==> src/rtl/cajero_teclado.sv <==
// -----------------------------------------------------------------------------
// cajero_teclado
// Keypad front-end for the Cajero FSM. Debounces a raw key-down level,
// samples the 4-bit key code on acceptance and either forwards a single PIN
// digit or builds a decimal amount that is committed on ENTER.
//
// Build option: define KEY_DEBOUNCE_EN to enable the DEBOUNCE_CYCLES filters.
// Without it, one high sample accepts a press and one low sample releases it.
//
// Ports
//   CLK           in   1   rising-edge clock
//   RESET         in   1   asynchronous active-low reset
//   TECLA_VALIDA  in   1   raw key-down level (may bounce)
//   TECLA         in   4   key code: 0-9 digit, A BORRAR, B ENTER, C-F ignored
//   MODO_MONTO    in   1   0 = PIN entry, 1 = amount entry
//   DIGITO        out  4   last accepted PIN digit
//   DIGITO_STB    out  1   1-cycle pulse, DIGITO valid
//   MONTO         out  32  last committed amount
//   MONTO_STB     out  1   1-cycle pulse, MONTO valid
//   MONTO_ERROR   out  1   1-cycle pulse, digit rejected (accumulator full)
//   CANT_DIGITOS  out  4   digits currently held in the accumulator
// -----------------------------------------------------------------------------
module cajero_teclado #(
    parameter int DEBOUNCE_CYCLES = 4,
    parameter int MAX_DIGITOS     = 9
) (
    input  logic        CLK,
    input  logic        RESET,
    input  logic        TECLA_VALIDA,
    input  logic [3:0]  TECLA,
    input  logic        MODO_MONTO,
    output logic [3:0]  DIGITO,
    output logic        DIGITO_STB,
    output logic [31:0] MONTO,
    output logic        MONTO_STB,
    output logic        MONTO_ERROR,
    output logic [3:0]  CANT_DIGITOS
);

    localparam logic [1:0] REPOSO        = 2'd0;
    localparam logic [1:0] FILTRO_ALTO   = 2'd1;
    localparam logic [1:0] ESPERA_SOLTAR = 2'd2;
    localparam logic [1:0] FILTRO_BAJO   = 2'd3;

    localparam logic [3:0] K_BORRAR = 4'hA;
    localparam logic [3:0] K_ENTER  = 4'hB;
    localparam logic [3:0] MAX_CANT = 4'(MAX_DIGITOS);

    // acc*10 + d using shifts only; wraps in 32 bits
    function automatic logic [31:0] f_acc_decimal(input logic [31:0] acc,
                                                  input logic [3:0]  d);
        return (acc << 3) + (acc << 1) + {28'd0, d};
    endfunction

    logic [1:0]  r_estado;
    logic [1:0]  w_estado_sig;
    logic        w_acepta;

`ifdef KEY_DEBOUNCE_EN
    localparam int         CW       = (DEBOUNCE_CYCLES < 2) ? 1 : $clog2(DEBOUNCE_CYCLES + 1);
    localparam logic [CW-1:0] CNT_ULT = CW'(DEBOUNCE_CYCLES - 1);

    logic [CW-1:0] r_cnt;
    logic [CW-1:0] w_cnt_sig;

    // r_cnt holds how many equal samples have been seen so far in a FILTRO state;
    // the sample that makes it DEBOUNCE_CYCLES completes the filter.
    always_comb begin
        w_estado_sig = r_estado;
        w_cnt_sig    = r_cnt;
        w_acepta     = 1'b0;
        case (r_estado)
            REPOSO: begin
                if (TECLA_VALIDA) begin
                    if (DEBOUNCE_CYCLES <= 1) begin
                        w_acepta     = 1'b1;
                        w_estado_sig = ESPERA_SOLTAR;
                    end else begin
                        w_cnt_sig    = CW'(1);
                        w_estado_sig = FILTRO_ALTO;
                    end
                end
            end
            FILTRO_ALTO: begin
                if (!TECLA_VALIDA) begin
                    w_estado_sig = REPOSO;
                end else if (r_cnt == CNT_ULT) begin
                    w_acepta     = 1'b1;
                    w_estado_sig = ESPERA_SOLTAR;
                end else begin
                    w_cnt_sig = r_cnt + CW'(1);
                end
            end
            ESPERA_SOLTAR: begin
                if (!TECLA_VALIDA) begin
                    if (DEBOUNCE_CYCLES <= 1) begin
                        w_estado_sig = REPOSO;
                    end else begin
                        w_cnt_sig    = CW'(1);
                        w_estado_sig = FILTRO_BAJO;
                    end
                end
            end
            default: begin
                if (TECLA_VALIDA) begin
                    w_estado_sig = ESPERA_SOLTAR;
                end else if (r_cnt == CNT_ULT) begin
                    w_estado_sig = REPOSO;
                end else begin
                    w_cnt_sig = r_cnt + CW'(1);
                end
            end
        endcase
    end

    always_ff @(posedge CLK or negedge RESET) begin
        if (!RESET) begin
            r_cnt <= '0;
        end else begin
            r_cnt <= w_cnt_sig;
        end
    end
`else
    // Unfiltered: a single sample decides press and release.
    always_comb begin
        w_estado_sig = r_estado;
        w_acepta     = 1'b0;
        case (r_estado)
            REPOSO: begin
                if (TECLA_VALIDA) begin
                    w_acepta     = 1'b1;
                    w_estado_sig = ESPERA_SOLTAR;
                end
            end
            ESPERA_SOLTAR: begin
                if (!TECLA_VALIDA) begin
                    w_estado_sig = REPOSO;
                end
            end
            FILTRO_ALTO, FILTRO_BAJO: w_estado_sig = ESPERA_SOLTAR;
            default:                  w_estado_sig = ESPERA_SOLTAR;
        endcase
    end
`endif

    // Reset parks the FSM in ESPERA_SOLTAR so a key held through reset
    // must be released before it can be accepted.
    always_ff @(posedge CLK or negedge RESET) begin
        if (!RESET) begin
            r_estado <= ESPERA_SOLTAR;
        end else begin
            r_estado <= w_estado_sig;
        end
    end

    logic        r_modo;
    logic [31:0] r_acc;
    logic [3:0]  r_cant;
    logic [3:0]  r_digito;
    logic        r_digito_stb;
    logic [31:0] r_monto;
    logic        r_monto_stb;
    logic        r_monto_error;

    // A mode change wipes the accumulator; a key accepted on the same edge
    // starts from the cleared values in the new mode.
    logic        w_cambio_modo;
    logic [31:0] w_acc_base;
    logic [3:0]  w_cant_base;

    assign w_cambio_modo = (MODO_MONTO != r_modo);
    assign w_acc_base    = w_cambio_modo ? 32'd0 : r_acc;
    assign w_cant_base   = w_cambio_modo ? 4'd0  : r_cant;

    always_ff @(posedge CLK or negedge RESET) begin
        if (!RESET) begin
            r_modo        <= 1'b0;
            r_acc         <= '0;
            r_cant        <= '0;
            r_digito      <= '0;
            r_digito_stb  <= 1'b0;
            r_monto       <= '0;
            r_monto_stb   <= 1'b0;
            r_monto_error <= 1'b0;
        end else begin
            r_modo        <= MODO_MONTO;
            r_acc         <= w_acc_base;
            r_cant        <= w_cant_base;
            r_digito_stb  <= 1'b0;
            r_monto_stb   <= 1'b0;
            r_monto_error <= 1'b0;
            if (w_acepta) begin
                if (!MODO_MONTO) begin
                    if (TECLA <= 4'd9) begin
                        r_digito     <= TECLA;
                        r_digito_stb <= 1'b1;
                    end
                end else if (TECLA <= 4'd9) begin
                    if (w_cant_base < MAX_CANT) begin
                        r_acc  <= f_acc_decimal(w_acc_base, TECLA);
                        r_cant <= w_cant_base + 4'd1;
                    end else begin
                        r_monto_error <= 1'b1;
                    end
                end else if (TECLA == K_BORRAR) begin
                    r_acc  <= '0;
                    r_cant <= '0;
                end else if (TECLA == K_ENTER) begin
                    if (w_cant_base != 4'd0) begin
                        r_monto     <= w_acc_base;
                        r_monto_stb <= 1'b1;
                        r_acc       <= '0;
                        r_cant      <= '0;
                    end
                end
            end
        end
    end

    assign DIGITO       = r_digito;
    assign DIGITO_STB   = r_digito_stb;
    assign MONTO        = r_monto;
    assign MONTO_STB    = r_monto_stb;
    assign MONTO_ERROR  = r_monto_error;
    assign CANT_DIGITOS = r_cant;

endmodule
==> config.mk <==
export PLATFORM = sky130hd
export DESIGN_NAME = cajero_teclado
export DESIGN_NICKNAME = d
export VERILOG_FILES = /design/src/rtl/cajero_teclado.sv
export SDC_FILE = /design/constraint.sdc
export NUM_CORES = 1
export LEC_CHECK = 0
export ABC_AREA = 1
export ABC_CLOCK_PERIOD_IN_PS = 3490
export BUFFER_PORTS_ARGS = -buffer_cell sky130_fd_sc_hd__buf_2
export CORE_ASPECT_RATIO = 1.5
export CORE_MARGIN = 3
export CORE_UTILIZATION = 40
export CTS_BUF_LIST = sky130_fd_sc_hd__clkbuf_4 sky130_fd_sc_hd__clkbuf_8
export CTS_CLUSTER_SIZE = 12
export DETAILED_ROUTE_END_ITERATION = 7
export SLEW_MARGIN = 20
export SYNTH_ARGS = -nofsm -noshare
export SYNTH_HDL_FRONTEND = slang
export SYNTH_SLANG_ARGS = --single-unit
==> constraint.sdc <==
create_clock -name CLK -period 3.49 [get_ports CLK]
set_clock_uncertainty 0.1 [all_clocks]
set_input_delay 0.349 -clock CLK [delete_from_list [all_inputs] [get_ports CLK]]
set_output_delay 0.349 -clock CLK [all_outputs]
set_load 0.01 [all_outputs]
### After elaboration in Yosys (flattened, before gate mapping)

Index checks and enable logic that the tools add are counted.

| word-level totals | value |
|---|---|
| register bits after elaboration | 78 |
| input port bits | 8 |

| operators by class | value |
|---|---|
| $add $sub $neg | 3 |
| order comparisons | 2 |
| equal/unequal tests | 8 |
| multiplexer cells | 34 |
| bitwise logic cells | 3 |
| reduce and logical (&&, ||, !) cells | 6 |

Operator list:

| cell | number |
|---|---|
| 2-to-1 mux 32 bit | 8 |
| adder 32 bit | 1 |
| adder 32 x 4 -> 32 bit | 1 |
| 2-to-1 mux 4 bit | 8 |
| 2-to-1 mux 1 bit | 15 |
| == test 4 bit (second input constant) | 2 |
| one-hot mux 2 bit (3 select lines) | 1 |
| AND reduction 6 bit | 1 |
| adder 4 x 1 -> 4 bit (second input constant) | 1 |
| == test 2 bit (second input constant) | 2 |
| <= comparator 4 bit (second input constant) | 1 |
| less-than comparator 4 bit (second input constant) | 1 |
| 2-to-1 mux 2 bit | 2 |
| != test 2 bit (second input constant) | 2 |
| nonzero test 4 bit | 1 |
| NOT 1 bit | 3 |
| AND reduction 3 bit | 1 |
| == test 2 x 1 -> 1 bit (second input constant) | 1 |
| logical NOT 2 bit | 1 |
| AND reduction 2 bit | 1 |
| OR reduction 2 bit | 1 |
| != test 1 bit | 1 |

### Logic depth before layout (Yosys ltp)

Gate-level depths: netlist of run 1.

| logic depth | value |
|---|---|
| word-level depth | 9 |
| mapped depth | 24 |
| gate-level depth less buffers | 22 |

### Worst setup path after synthesis of run 1

OpenSTA, ideal clock, no wires.

| timing | value |
|---|---|
| path type | register to register |
| start | register r_modo |
| end | register r_acc[30] |
| arrival | 2813 ps |
| setup slack | 455 ps |
| cell stages (with the launch flop) | 25 |
| path through | dfrtp_1 > inv_1 > nand2_1 > nand2_2 > buf_6 > inv_1 > buf_2 > nor2_1 > xor2_1 > inv_1 > ha_1 > inv_1 > fa_1 > inv_1 > nand3_1 > nand3_1 > nand2_1 > nand2_1 > nand2_1 > nand2_1 > nand2_1 > nand2_1 > nand2_1 > nand3_1 > nand2_1 |

| on the way | value |
|---|---|
| elaborated cells on any way between the ends | 14 |
| classes of those cells | add/sub: 2; order compare: 1; eq/ne: 1; mux: 9; reduce/logical: 1 |

RTL lines:

| item | RTL line | source |
|---|---|---|
| start: declaration | 156 | `logic r_modo;` |
| start signal: assignment | 177 | `r_modo <= 1'b0;` |
| start signal: assignment | 186 | `r_modo <= MODO_MONTO;` |
| != test 1 bit | 171 | `assign w_cambio_modo = (MODO_MONTO != r_modo);` |
| 2-to-1 mux 32 bit | 172 | `assign w_acc_base = w_cambio_modo ? 32'd0 : r_acc;` |
| via w_acc_base[0] | 168 | `logic [31:0] w_acc_base;` |
| adder 32 bit | 52 | `return (acc << 3) + (acc << 1) + {28'd0, d};` |
| adder 32 x 4 -> 32 bit | 52 |  |
| 2-to-1 mux 32 bit | 199 | `if (w_cant_base < MAX_CANT) begin` |
| 2-to-1 mux 32 bit | 198 | `end else if (TECLA <= 4'd9) begin` |
| 2-to-1 mux 32 bit | 193 | `if (!MODO_MONTO) begin` |
| 2-to-1 mux 32 bit | 192 | `if (w_acepta) begin` |
| end signal: assignment | 187 | `r_acc <= w_acc_base;` |
| end signal: assignment | 200 | `r_acc <= f_acc_decimal(w_acc_base, TECLA);` |
| end: declaration | 157 | `logic [31:0] r_acc;` |

The timed path passes the listed nets, and every way through them passes these cells.
A chain may end at the register's enable or synchronous reset.

### Final worst setup path of run 1

| timing | value |
|---|---|
| start | register r_modo |
| end | register r_acc[19] |

Same word-level chain as after synthesis.

==> qor.yml, run 1 <==
fin_crit_ns: 3.24
clk_path_buf_depth: 2
hold_viol_final: 0
die_h_um: 158
synth_cell_types: 37
setup_viol: 0
report.final.slew_viol_count: 0
p_leak_uw: 0.00424
crit_type: "reg2reg"
grt_use_total: 0.215
synthCells: 883
dieArea_um2: 17000
rsz0062_at_grt: "no"
cts.clk_slew.worst_paths_ns: 0.09
worstMarginPinSlew_ns: 0.940
wl_um: 17400
hold_path.class: "in2async"
post_drt_wl_per_cell_um: 15.0
vias_per_cell: 4.95
drc: 0
setup_tns_ns: 0
reg2reg_to: "r_acc[19]$_DFF_PN0_"
rr_worst_depth: 17
crit_fanout: 17
yosysWarnings: 0
start_util: 0.408
ios: 51
cts_sinks: 77
cts_root_buf: "clkbuf_8"
grt_max_degree: 71
synth_flop_cell: "dfrtp_1"
synth.area.top_cells: "dfrtp_1 (31%), nand2_1 (17%), ha_1 (13%)"
gp_congestion: 0.932
rrSetupSlack_ns: 0.25
nFillCells: 1632
nets: 1023
finalCritPeriodShare: 0.929
path_common_cell: "nand2_1"
cp.arrival_ns: 3.39
cp-end-kind: "register"
syn2layout_area_growth_pct: 12.4
synth_common_cells: "nand2_1 (286), inv_1 (154), nor2_1 (83), dfrtp_1 (76), ha_1 (63)"
synth_nets: 955
total_power_uw: 1850
drive_gt1_frac: 0.133
dp_hpwl_um: 13500
portBuffers: 50
dr.pass1.iters: 5
cp_cell_sequence: "inv_1, nand2_1, nand2_2, inv_1, buf_12, nor2_1, ha_1, ha_1, nand2_1, nor2_1, nand3_1, nand3_1, nand2_1, nand3_1, nand2_1, nor2_1, o21ai_1"
timing.rr.start: "r_modo$_DFF_PN0_"
status: "completed"
synthArstFlopShare: 1.00
fp.coreArea_um2: 15100
synth.top_cell.area_share: 0.308
synth_area_leader_cell: "dfrtp_1"
p_per_area_nw_per_um2: 267
drt_iter0_drc: 204
finalNonFillerCells: 1154
grt_pass1_vias: 5844
synthMostInstantiatedCell: "nand2_1"
grt_pass1_wl_um: 28500
ir_drop_mv: 0.211
synth_edf_count: 0
dp_cells: 1139
postRouteAntennaNets: 0
max_slew_margin: 0.373
n_antenna_cell: 0
grt_overflow: 0
utilization: 0.459
maxCapViolCount: 0
cpMaxStageDelayCell: "dfrtp_1"
syn_avg_cell_area_um2: 7.00
start_kind: "register"
cts-buffers-inserted: 9
fmax_ghz: 0.309
worstSkewPairLatency_ns: 0.37
rows: 55
whs_ns: 0.0220
ys_seq_elements: 77
antenna_found_initial: 0
cts_tree: "done"
htreeDepth: 3
netlist_area_um2: 6180
die_width_um: 107
critPathRequiredTime_ns: 3.64
vias: 5710
ys_seq_area_frac: 0.312
critPathMaxStageDelay_ns: 0.40
worst max-delay path by stage:
stage	startpoint	to	cells after the start
floorplan	r_modo$_DFF_PN0_	r_acc[30]$_DFF_PN0_	24
global placement	MODO_MONTO	r_acc[22]$_DFF_PN0_	18
detailed placement	MODO_MONTO	r_acc[19]$_DFF_PN0_	18
CTS	r_modo$_DFF_PN0_	r_acc[19]$_DFF_PN0_	17
global route	r_modo$_DFF_PN0_	r_acc[14]$_DFF_PN0_	20
finish	r_modo$_DFF_PN0_	r_acc[19]$_DFF_PN0_	17
power by group:
group / switching [µW] / internal [µW] / leakage, µW
clock network: 379 / 253 / 0.0000813
logic: 170 / 90.5 / 0.00310
registers: 22.6 / 939 / 0.00106
area by class of cell:
type,count,area [µm²],share of cell area
multi-input cells,634,3560,0.513
flip-flops and latches,77,1930,0.278
inverters,154,578,0.0833
repair buffers,75,465,0.0671
well taps,199,249,0.0359
clock buffers,9,124,0.0178
clock inverters,6,38.8,0.00559
registers in the layout, indices dropped and copies added, names as in the netlist:
name / count
MONTO_STB: 1
r_acc: 32
MONTO_ERROR: 1
DIGITO: 4
r_modo: 1
r_estado: 1
MONTO: 32
DIGITO_STB: 1
CANT_DIGITOS: 4
cells in the final DEF, fill, tap and decap left out, types with 2 or more instances in the layout:
cell        synthesis  routed
clkbuf_8            0       9
buf_12              0       2
nor3_1              4       4
o21a_1              5       5
a22oi_1             4       4
nand2_1           286     286
clkinv_2            0       3
o22ai_1             3       3
mux2_4              9       9
buf_4               5      24
nor2_1             83      82
and2_1              2       2
o21ai_0            31      31
nand3_1            57      57
dfrtp_1            76      76
xor2_1              4       4
nand4_1             6       6
o21bai_1            4       4
mux2_2             18      18
xnor2_1             9       9
clkinvlp_4          0       2
nand2_2             3       3
a21o_1              2       2
ha_1               63      63
nand3b_1            2       2
buf_2               9      49
inv_1             154     154
o211ai_1            5       5
a21oi_1            25      25
cell families after synthesis:
group | share of synthesized area
xor gates and xnor gates | 0.0184
adders and majority gates | 0.131
AOI/OAI and AO/OA | 0.0792
buffers and inverters | 0.113
muxes | 0.0547
DFF | 0.312
and+or+nand+nor | 0.292
stage by stage:
stage | cell area [µm²] | setup WS, ns
2_1_floorplan | 6180 | 0.455
3_3_place_gp | 6780 | 0.133
3_5_place_dp | 6780 | 0.145
4_1_cts | 6940 | 0.242
5_1_grt | 6940 | 0.0179
6_report | 6940 | 0.249
worst max-delay path: cells and delay by family (launching register included):
family | cells | cell delay, ns
buffers and inverters | 3 | 0.30
adders and majority gates | 2 | 0.70
DFF | 1 | 0.40
and+or+nand+nor | 11 | 1.51
AOI/OAI and AO/OA | 1 | 0.10
metal layers:
| layer | track usage | vias to the layer above | wire length [µm] |
|---|---|---|---|
| li1 | - | 2921 | - |
| met1 | 0.225 | 2629 | 6710 |
| met2 | 0.406 | 108 | 9280 |
| met3 | 0.0326 | 52 | 512 |
| met4 | 0.118 | 0 | 853 |
| met5 | 0 | - | 0 |
what timing repair did:
| action | in CTS | in global routing |
|---|---|---|
| hold buffers | 0 | 0 |
| buffers inserted | 0 | 0 |
| endpoints found under the setup margin | 0 | 3 |
| resized for setup | 0 | 1 |
Power figures use the tool's default switching activity.
==> inputs of run 2 (changes only) <==
- ABC_CLOCK_PERIOD_IN_PS: 3490 -> 2600
- clock period: 3.49 -> 2.6 ns (I/O delays scaled with it)
==> qor.yml, run 2 (synthesis gave the netlist of run 1 again) <==
utilization: 0.561  # +0.103
grt_pass1_wl_um: 30000  # +5.5%
vias: 6123  # +7.2%
report.final.slew_viol_count: 0  # unchanged
violations: "negative setup slack"
post_drt_wl_per_cell_um: 14.8  # -1.7%
mostFrequentLayoutCells: "nand2_1 (258), inv_1 (149), buf_4 (115)"
cts_sinks: 77  # unchanged
ios: 51  # unchanged
clk_path_buf_depth: 2  # unchanged
dieArea_um2: 17000  # unchanged
p_int_uw: 1800  # +40%
hold_viol_final: 0  # unchanged
fin_ws_ns: -0.316  # -0.566 ns
drc: 0  # unchanged
grt_max_degree: 78  # +9.9%
portBuffers: 50  # unchanged
p_leak_uw: 0.00490  # +16%
grt_overflow: 0  # unchanged
cp.arrival_ns: 3.09  # -0.30 ns
seqPwrFrac: 0.489  # -0.030
start_util: 0.408  # unchanged
rr_worst_depth: 17  # unchanged
start_kind: "register"
max_slew_margin: 0.532  # +0.159
crit_type: "reg2reg"
nets: 1125  # +10%
p_per_area_nw_per_um2: 311  # +16%
fin_crit_ns: 2.92  # -0.324 ns
n_antenna_cell: 0  # unchanged
min_from: "TECLA[0]"
gp_congestion: 0.967  # +3.7%
antenna_found_initial: 0  # unchanged
worstSkewPairLatency_ns: 0.37  # about the same
maxCapViolCount: 0  # unchanged
p_sw_frac: 0.319  # +0.0110
cts-buffers-inserted: 9  # unchanged
layout_commonest_cell: "nand2_1"
power_frac_clock: 0.347  # +0.006
syn2layout_area_growth_pct: 37.6
crit_fanout: 11  # -6
critPathRequiredTime_ns: 2.77  # -0.87 ns
total_power_uw: 2640  # +42%
dp_worst_setup_slack_ns: -0.441  # -0.586 ns
whs_ns: 0.0463  # +0.0244 ns
finalCritPeriodShare: 1.12  # +0.193
drive_gt1_frac: 0.327  # +0.194
dr.pass1.iters: 5  # unchanged
cts_tree: "done"
fp.coreArea_um2: 15100  # unchanged
cp-startpoint: "r_modo$_DFF_PN0_"
fmax_ghz: 0.343  # +11%
p_comb_frac: 0.164  # +0.024
dp_hpwl_um: 13900  # +2.4%
hold_depth: 3
vias_per_cell: 4.87  # -1.6%
postRouteAntennaNets: 0  # unchanged
setup_viol: 28  # +28
nFillCells: 1489  # -8.8%
cts.clk_slew.worst_paths_ns: 0.10  # about the same
drt_iter0_drc: 250  # +23%
hold_path.class: "in2reg"
switchingPower_uw: 843  # +48%
die_h_um: 158  # unchanged
ir_drop_mv: 0.339  # +60%
cp-end-kind: "register"
setup_tns_ns: -6.58  # -6.58 ns
wl_um: 18600  # +7.1%
grt_pass1_vias: 6120  # +4.7%
status: "finished, violations left"
cts_root_buf: "clkbuf_8"
rows: 55  # unchanged
rsz0062_at_grt: "yes"
htreeDepth: 3  # unchanged
worstMarginPinSlew_ns: 0.701  # -0.239 ns
grt_use_total: 0.227  # +0.0121
timing.rr.start: "r_modo$_DFF_PN0_"
die_width_um: 107  # unchanged
[run 2: cell types whose count changed in the layout (fill, tap and decap cells not counted), moves of 13 or more]
cell	before	now
ha_1	63	46
nand2_2	3	26
nor2_1	82	49
nand3_1	57	44
nand2_1	286	258
buf_4	24	115
nor2_2	1	25
ha_4	0	16
[run 2: what timing repair did]
action                     CTS  global route
gates resized for setup     87            39
hold buffers                 2             0
setup buffers                2             3
gates cloned                 1             0
setup endpoints to repair   28            28
hold endpoints to repair    77             0
pin swaps                   22            12
[run 2: power groups by stage]
stage,Sequential [µW],Combinational (µW),Clock [µW]
floorplan,1330,206,0
global placement,1310,397,0
detailed placement,1310,404,0
CTS,1290,431,953
global route,1300,485,1000
finish,1290,432,917
[run 2: final timing paths]
path | endpoint | slack (ns)
hold / removal | r_acc[0]$_DFF_PN0_ | 0.05
min in group asynchronous | MONTO[29]$_DFFE_PN0P_ | 0.35
setup reg to reg | r_acc[24]$_DFF_PN0_ | -0.32
hold reg to reg | DIGITO[0]$_DFFE_PN0P_ | 0.39
setup / recovery | r_acc[24]$_DFF_PN0_ | -0.32
max in group asynchronous | r_estado[1]$_DFFE_PN1P_ | 1.70
[run 2: critical path: stages, from the launching register on]
cell and delay [ns]:
dfrtp_1 0.39, nand2_1 0.07, nand2_2 0.09, inv_6 0.11, buf_12 0.17, nor2_2 0.06, buf_4 0.15, ha_1 0.35
ha_4 0.31, nand2_1 0.13, nor2_2 0.16, nand2_1 0.12, nor2_1 0.15, nand2_2 0.10, nand4_1 0.10, nand3_1 0.13
nand2_1 0.09, nand2_1 0.05
[run 2: cell type report]
| type | instances | area [µm²] | share of cell area |
|---|---|---|---|
| Clock inverter | 7 | 62.6 | 0.00736 |
| Clock buffer | 9 | 124 | 0.0146 |
| Inverter | 154 | 583 | 0.0686 |
| Tap cell | 199 | 249 | 0.0293 |
| Sequential cell | 77 | 1930 | 0.227 |
| Timing Repair Buffer | 177 | 1320 | 0.156 |
| Multi-Input combinational cell | 634 | 4230 | 0.498 |
[run 2: per-layer routing]
layer | track usage | vias to the layer above | wire length, µm
met3 | 0.0339 | 40 | 502
met1 | 0.249 | 2851 | 7230
met2 | 0.423 | 117 | 10100
li1 | - | 3115 | -
met5 | 0 | - | 0
met4 | 0.110 | 0 | 740
[run 2: per-stage QoR]
step                      instances  instance area, µm²
after floorplan                 883                6290
after global placement         1235                7640
after detailed placement       1235                7640
after CTS                      1254                8250
after global routing           1257                8500
final                          1257                8500
==> inputs of run 3 (changes only) <==
- CELL_PAD_IN_SITES_DETAIL_PLACEMENT: not set -> 0
- CELL_PAD_IN_SITES_GLOBAL_PLACEMENT: not set -> 1
- CORE_ASPECT_RATIO: 1.5 -> 2
- PLACE_DENSITY: not set -> 0.87
==> qor.yml, run 3 (synthesis gave the netlist of run 1 again) <==
vias: 6647  # +8.6%
drive_gt1_frac: 0.438  # +0.111
grt_overflow: 0  # unchanged
worstSkewPairLatency_ns: 0.36  # about the same
grt_max_degree: 38  # -51%
dieArea_um2: 17100  # +0.35%
start_kind: "register"
fin_ws_ns: -0.438  # -0.121 ns
drc: 0  # unchanged
rsz0062_at_grt: "yes"
layout_commonest_cell: "nand2_1"
crit_fanout: 6  # -5
rows: 63  # +15%
nets: 1151  # +2.3%
die_h_um: 182  # +15%
clk_path_buf_depth: 2  # unchanged
grt_use_total: 0.268  # +0.0412
fp.coreArea_um2: 15000  # -1.1%
finalCritPeriodShare: 1.17  # +0.0467
max_slew_margin: 0.536  # +0.00324
fmax_ghz: 0.329  # -4.0%
place_area_um2: 7650  # about the same
p_per_area_nw_per_um2: 297  # -4.5%
fin_area_um2: 9370  # +10%
cp.arrival_ns: 3.18  # +0.09 ns
start_util: 0.412  # +0.00443
gp_congestion: 0.948  # -1.9%
dp_hpwl_um: 16700  # +20%
violations: "negative setup slack"
cts.clk_slew.worst_paths_ns: 0.09  # about the same
dp_worst_setup_slack_ns: -0.538  # -0.0968 ns
fin_crit_ns: 3.04  # +0.121 ns
n_antenna_cell: 0  # unchanged
setup_viol: 28  # unchanged
die_width_um: 93.9  # -13%
total_power_uw: 2780  # +5.3%
syn2layout_area_growth_pct: 51.6
cts_sinks: 77  # unchanged
critPathRequiredTime_ns: 2.74  # -0.03 ns
grt_pass1_wl_um: 34700  # +15%
p_leak_uw: 0.00532  # +8.6%
post_drt_wl_per_cell_um: 17.9  # +21%
htreeDepth: 3  # unchanged
ios: 51  # unchanged
portBuffers: 50  # unchanged
dr.pass1.iters: 5  # unchanged
status: "finished, violations left"
mostFrequentLayoutCells: "nand2_1 (207), inv_1 (141), buf_4 (130)"
cts-buffers-inserted: 9  # unchanged
nFillCells: 1315  # -12%
worstMarginPinSlew_ns: 0.696  # -0.00486 ns
hold_viol_final: 0  # unchanged
cts_tree: "done"
hold_path.class: "in2reg"
drt_iter0_drc: 277  # +11%
cp-end-kind: "register"
ir_drop_mv: 0.322  # -4.9%
maxCapViolCount: 0  # unchanged
report.final.slew_viol_count: 0  # unchanged
grt_pass1_vias: 6908  # +13%
postRouteAntennaNets: 0  # unchanged
antenna_found_initial: 0  # unchanged
vias_per_cell: 5.20  # +6.7%
crit_type: "reg2reg"
wl_um: 22900  # +23%
cts_root_buf: "clkbuf_8"
[run 3: layer usage]
layer  track usage  vias to the layer above  routed length, µm  share of wire
met5             0                        -                  0              0
met4         0.277                        0               2870           0.13
met3        0.0253                      127                634          0.028
met2         0.485                      204              12200           0.53
met1         0.240                     3145               7230           0.32
li1              -                     3171                  -              -
[run 3: stage by stage]
| step | instances | setup TNS (ns) | hold slack (ns) | utilization |
|---|---|---|---|---|
| 2_1_floorplan | 883 | -1.88 | -0.136 | - |
| 3_3_place_gp | 1236 | -10.75 | 0.173 | 0.511 |
| 3_5_place_dp | 1236 | -11.88 | 0.174 | 0.511 |
| 4_1_cts | 1269 | -9.07 | 0.0285 | 0.596 |
| 5_1_grt | 1279 | -14.24 | 0.0701 | 0.625 |
| 6_report | 1279 | -9.54 | 0.0339 | 0.625 |
[run 3: final timing paths]
kind / startpoint / to / slack [ns] / depth (start not counted)
worst max-delay path: r_modo$_DFF_PN0_ / r_acc[12]$_DFF_PN0_ / -0.44 / 19
worst min-delay path: TECLA[0] / r_acc[0]$_DFF_PN0_ / 0.03 / 3
worst max register to register: r_modo$_DFF_PN0_ / r_acc[12]$_DFF_PN0_ / -0.44 / 19
worst min register to register: MONTO[19]$_DFFE_PN0P_ / MONTO[19]$_DFFE_PN0P_ / 0.39 / 1
max in group asynchronous: RESET / r_acc[20]$_DFF_PN0_ / 1.39 / 3
min in group asynchronous: RESET / r_acc[23]$_DFF_PN0_ / 0.31 / 2
[run 3: layout make-up]
cell class / count / area [µm²] / share of cell area
repair buffers: 203 / 1560 / 0.166
clock buffers: 11 / 145 / 0.0155
inverters: 154 / 584 / 0.0624
multi-input cells: 634 / 4840 / 0.517
flip-flops and latches: 77 / 1930 / 0.206
well taps: 195 / 244 / 0.0260
clock inverters: 5 / 63.8 / 0.00681
[run 3: timing repair]
action,in CTS,in global routing
resized for setup,184,96
pin swaps,63,65
hold buffers,2,0
setup endpoints to repair,28,36
gates cloned,2,0
buffers inserted,13,10
hold endpoints to repair,34,0
[run 3: power by group]
group	leakage [µW]	switching [µW]	internal [µW]	total [µW]
clock	0.000104	498	492	990
combinational	0.00415	296	203	499
sequential	0.00106	30.6	1260	1290
total	0.00532	824	1960	2780
[run 3: worst max-delay path, stage by stage (launching register included)]
cell       delay [ns]
dfrtp_1          0.39
inv_1            0.05
nand2_1          0.05
nand2_2          0.08
inv_4            0.06
bufbuf_16        0.28
buf_12           0.15
nor2_4           0.15
ha_4             0.23
ha_4             0.26
buf_6            0.13
nand2_4          0.07
inv_1            0.05
a21oi_2          0.19
nand3_2          0.15
buf_6            0.15
nor2_2           0.11
o21ai_1          0.08
o211ai_1         0.09
nand2_1          0.08
